==> config.mk <==
export PLATFORM = sky130hd
export DESIGN_NAME = debug_word_select
export DESIGN_NICKNAME = d
export VERILOG_FILES = /design/src/rtl/debug_word_select.sv
export SDC_FILE = /design/constraint.sdc
export NUM_CORES = 1
export LEC_CHECK = 0
export ABC_AREA = 1
export CORE_MARGIN = 2
export CORE_UTILIZATION = 35
export DETAILED_ROUTE_END_ITERATION = 10
export PLACE_DENSITY = 0.81
export SYNTH_ARGS = -nofsm -noshare
export SYNTH_HDL_FRONTEND = slang
export SYNTH_SLANG_ARGS = --single-unit
==> constraint.sdc <==
create_clock -name clk -period 1.5 [get_ports clk]
set_clock_uncertainty 0.2 [all_clocks]
set_input_delay 0.225 -clock clk [delete_from_list [all_inputs] [get_ports clk]]
set_output_delay 0.225 -clock clk [all_outputs]
set_load 0.05 [all_outputs]
==> src/rtl/debug_word_select.sv <==
// Selects one of four 32-bit debug words for the seven-segment display feeder; debounced button stepping.
// Define DEBUG_WORD_SELECT_AUTOSCROLL_EN to build the timed auto-scroll prescaler.
module debug_word_select #(
    parameter logic [15:0] DEBOUNCE = 16'd50000,
    parameter logic [31:0] PRESCALE = 32'd50_000_000
) (
    input  logic        clk,
    input  logic        rst,
    input  logic        btn_next,
    input  logic        auto_scroll,
    input  logic        hold,
    input  logic [31:0] pc,
    input  logic [31:0] instr,
    input  logic [31:0] alu_result,
    input  logic [31:0] reg_data,
    output logic [1:0]  sel,
    output logic [31:0] seq,
    output logic        adv
);

    logic        sync1;
    logic        sync2;
    logic        btn_db;
    logic        btn_db_prev;
    logic [15:0] db_cnt;
    logic        man_adv;
    logic        tick;
    logic        adv_event;
    logic [31:0] word_sel;

    always_ff @(posedge clk) begin
        if (rst) begin
            sync1       <= 1'b0;
            sync2       <= 1'b0;
            btn_db      <= 1'b0;
            btn_db_prev <= 1'b0;
            db_cnt      <= '0;
        end else begin
            sync1       <= btn_next;
            sync2       <= sync1;
            btn_db_prev <= btn_db;
            // A level change is accepted only after DEBOUNCE consecutive differing samples.
            if (sync2 == btn_db) begin
                db_cnt <= '0;
            end else if (db_cnt == DEBOUNCE - 16'd1) begin
                btn_db <= sync2;
                db_cnt <= '0;
            end else begin
                db_cnt <= db_cnt + 16'd1;
            end
        end
    end

    assign man_adv = btn_db & ~btn_db_prev;

`ifdef DEBUG_WORD_SELECT_AUTOSCROLL_EN
    logic [31:0] presc;

    always_ff @(posedge clk) begin
        if (rst) begin
            presc <= '0;
        end else if (!auto_scroll) begin
            presc <= '0;
        end else if (hold) begin
            presc <= presc;
        end else if (man_adv || (presc == PRESCALE - 32'd1)) begin
            // A manual press restarts the scroll period.
            presc <= '0;
        end else begin
            presc <= presc + 32'd1;
        end
    end

    assign tick = auto_scroll & ~hold & (presc == PRESCALE - 32'd1);
`else
    logic unused_auto_scroll;
    assign unused_auto_scroll = auto_scroll;
    assign tick               = 1'b0;
`endif

    // Press and tick on the same cycle merge into one advance; hold discards both.
    assign adv_event = (man_adv | tick) & ~hold;

    always_comb begin
        word_sel = pc;
        case (sel)
            2'd0:    word_sel = pc;
            2'd1:    word_sel = instr;
            2'd2:    word_sel = alu_result;
            default: word_sel = reg_data;
        endcase
    end

    always_ff @(posedge clk) begin
        if (rst) begin
            sel <= 2'd0;
            seq <= '0;
            adv <= 1'b0;
        end else begin
            adv <= adv_event;
            if (adv_event) begin
                sel <= sel + 2'd1;
            end
            if (!hold) begin
                seq <= word_sel;
            end
        end
    end

endmodule
==> results.tsv <==
metric	value	unit
RSZ-0062 raised after global routing	true	
max incr delay on CP	0.38	ns
Final #Nets	790	
Max Slew Vio Count	0	
main combinational cell family by area after synthesis	simple AND/OR/NAND/NOR gates	
WP data required	1.52	ns
drt initial violations	298	
Fillers	603	
worst reg2reg path endpoint	seq[0]	
DP Wirelength	8060	um
Avg WL per Cell	17.5	um
largest net degree at the start of global routing	36	
status	finished with violations	
R2R setup slack	-0.05	ns
YS warnings	0	
#FFs+latches synth	55	
CTS buffer count	5	
synth cell count leaders	159 x nand2_1, 69 x a21oi_1, 55 x dfxtp_1	
Crit path buffers/inverters	2	
Yosys top cell by area	dfxtp_1	
total gr overflow	0	
post-synthesis adder-cell area fraction	2.06	%
Hold Startpoint	sync1	
initial antenna violation count	0	
post-synthesis mux area share	0	%
Final GP Congestion	0.894	
TNS Setup	-0.376	ns
Final Non-Filler Cells	761	
worst-path cell chain	clkinvlp_4, ha_4, clkbuf_16, nand2_4, nand3_1, nand2_1, a21oi_1	
hold violation count in the final report	0	
compound-cell area share of the yosys netlist	18.1	%
Worst EP arrival	1.57	ns
Reg2Reg Launch Point	sel[0]	
clock-pin slew on the worst setup and hold paths	0.11	ns
maximum VDD drop	0.000370	V
Mapped Area	0.00304	mm^2
die outline area	0.00945	mm^2
Worst setup SP type	register	
CP Class	register to register	
failing checks	setup timing	
leakage power	0.00239	uW
DR pass1 iterations	5	
Post-Route WL	13300	um
clock root buffer	clkbuf_8	
top_reg_cell synth	dfxtp_1	
Worst path slowest cell	dfxtp_4	
Hold-fix buffers, CTS	0	
library cells used by synthesis	26	
Synth Area in XOR/XNOR	2.30	%
max-cap violation count	0	
post-synth net total	615	
Vias	4183	
Synth-to-Final Area Change	95.9	%
top post-synthesis cells by area	dfxtp_1 36%, nand2_1 20%, a21oi_1 11%, nand3_1 6.6%, o21ai_0 5.6%	
Antenna Cells	0	
GRT Total Usage	23.4	%
vias in the first global route	3931	
slew margin rel.	75.5	%
Pwr Density	599	mW/mm^2
cell with the most instances after synthesis	nand2_1	
chip height	97.2	um
placed insts	742	
Initial Util	35.6	%
Post-route DRC	0	
io pins	168	
die width	97.2	um
Async SR Flop Fraction	0	%
Final WS setup	-0.0539	ns
fraction of layout cells with a size suffix above 1	26.5	%
Min-Delay Path Depth	2	
crit path time final	1.55	ns
post-route antenna net violation count	0	
Hold EP	sync2	
CTS tree	yes	
Worst Setup Slack post-DPL	-0.124	ns
DR vias/cell	5.50	
Sink Count	55	
sequential-to-total area share from yosys stat	36.2	%
simple-gate share of the synthesized area	34.3	%
Worst setup EP type	register	
crit-path leading delay family	flip-flops	
Clock Latency Late Sink	0.32	ns
worst reg2reg path depth	7	
Max Clk Rate	0.644	GHz
Tightest Hold Check Type	register to register	
Mean Syn Cell Area	6.37	um^2
Slew @ Worst Pin	0.367	ns
Gate Count Post-Synth	477	
number of port buffers	166	
Post-synth EDFFs	0	
H-tree levels	2	
placement row count	34	
crit path max fanout	8	
top-area cell type share of the netlist area	36.2	%
# setup viols final	17	
first-pass GRT wire length	18300	um
core footprint	0.00855	mm^2
Max Buffers Root-to-Sink	2	
crit share post-route	104	%
-- power by group --
group          internal [uW]  total, uW  switching (uW)
registers               1520       1590            67.9
logic                    618       1090             471
clock network            383        890             507
total                   2520       3570            1050
-- tightest hold or removal path, stage by stage, from the launching register on --
cell	delay, ns
dfxtp_1	0.32
inv_1	0.04
nor2_1	0.03
-- metrics by stage --
step | cell area (um^2) | power (uW) | util [%] | hold slack, ns
after CTS | 5490 | 3510 | 64.2 | 0.222
after global placement | 5250 | 2620 | 61.4 | 0.197
final | 5960 | 3570 | 69.7 | 0.219
after floorplan | 3050 | 1960 | - | 0.0962
after global routing | 5960 | 3690 | 69.7 | 0.222
after detailed placement | 5250 | 2640 | 61.4 | 0.205
-- state kept, by name, summed over array words and instances, names as in the netlist --
register,count
adv,1
db_cnt,16
btn_db,1
sync1,1
sync2,1
btn_db_prev,1
sel,2
seq,32
-- what timing repair did --
action,4_1_cts,5_1_grt
buffers inserted,2,3
gates cloned,3,3
gates resized for setup,17,97
pin swaps,3,22
endpoints found under the setup margin,34,47
-- area by class of cell --
type	instances	area (um^2)	area share (%)
inverter	22	86.3	1.45
sequential	55	1120	18.8
clock inverter	1	8.76	0.147
multi-input combinational	374	2150	36.0
tap	108	135	2.27
timing repair buffer	194	2380	39.9
clock buffer	7	86.3	1.45
-- layout by cell type, fill, tap and decap left out, drive strengths merged --
| master | instances |
|---|---|
| buf | 60 |
| nand2 | 164 |
| dfxtp | 55 |
| inv | 21 |
| clkinv | 1 |
| clkdlybuf4s50 | 131 |
| o21bai | 1 |
| ha | 5 |
| xnor2 | 4 |
| clkbuf | 10 |
| o21ai | 37 |
| nand3 | 42 |
| clkinvlp | 1 |
| nor3 | 1 |
| nand4 | 2 |
| xor2 | 4 |
| a21oi | 70 |
| nor2 | 44 |
-- how the worst max path moves through the flow --
stage / from / to / slack (ns) / depth (start not counted)
after floorplan: sel[0] / seq[0] / 0.02 / 7
after global placement: rst / db_cnt[14] / -0.08 / 6
after detailed placement: rst / seq[9] / -0.12 / 5
after CTS: sel[0] / sel[0] / -0.02 / 3
after global routing: sel[0] / seq[0] / -0.11 / 7
final: sel[0] / seq[0] / -0.05 / 7
-- kinds of logic after synthesis --
kind of cell / count (synthesis)
adder cells (fa/ha/maj): 5
buffers and inverters: 49
XOR/XNOR: 8
AND/OR/NAND/NOR: 252
AO/OA/AOI/OAI: 108
flip-flops: 55
-- layer usage --
| metal | track usage (%) | share of wire [%] | vias up | wire, um |
|---|---|---|---|---|
| met1 | 25.2 | 35 | 1962 | 4590 |
| met3 | 6.76 | 9.7 | 60 | 1280 |
| li1 | - | - | 1898 | - |
| met4 | 8.34 | 5.2 | 0 | 688 |
| met2 | 43.3 | 51 | 263 | 6720 |
| met5 | 0 | 0 | - | 0 |
Power figures use the tool's default switching activity.
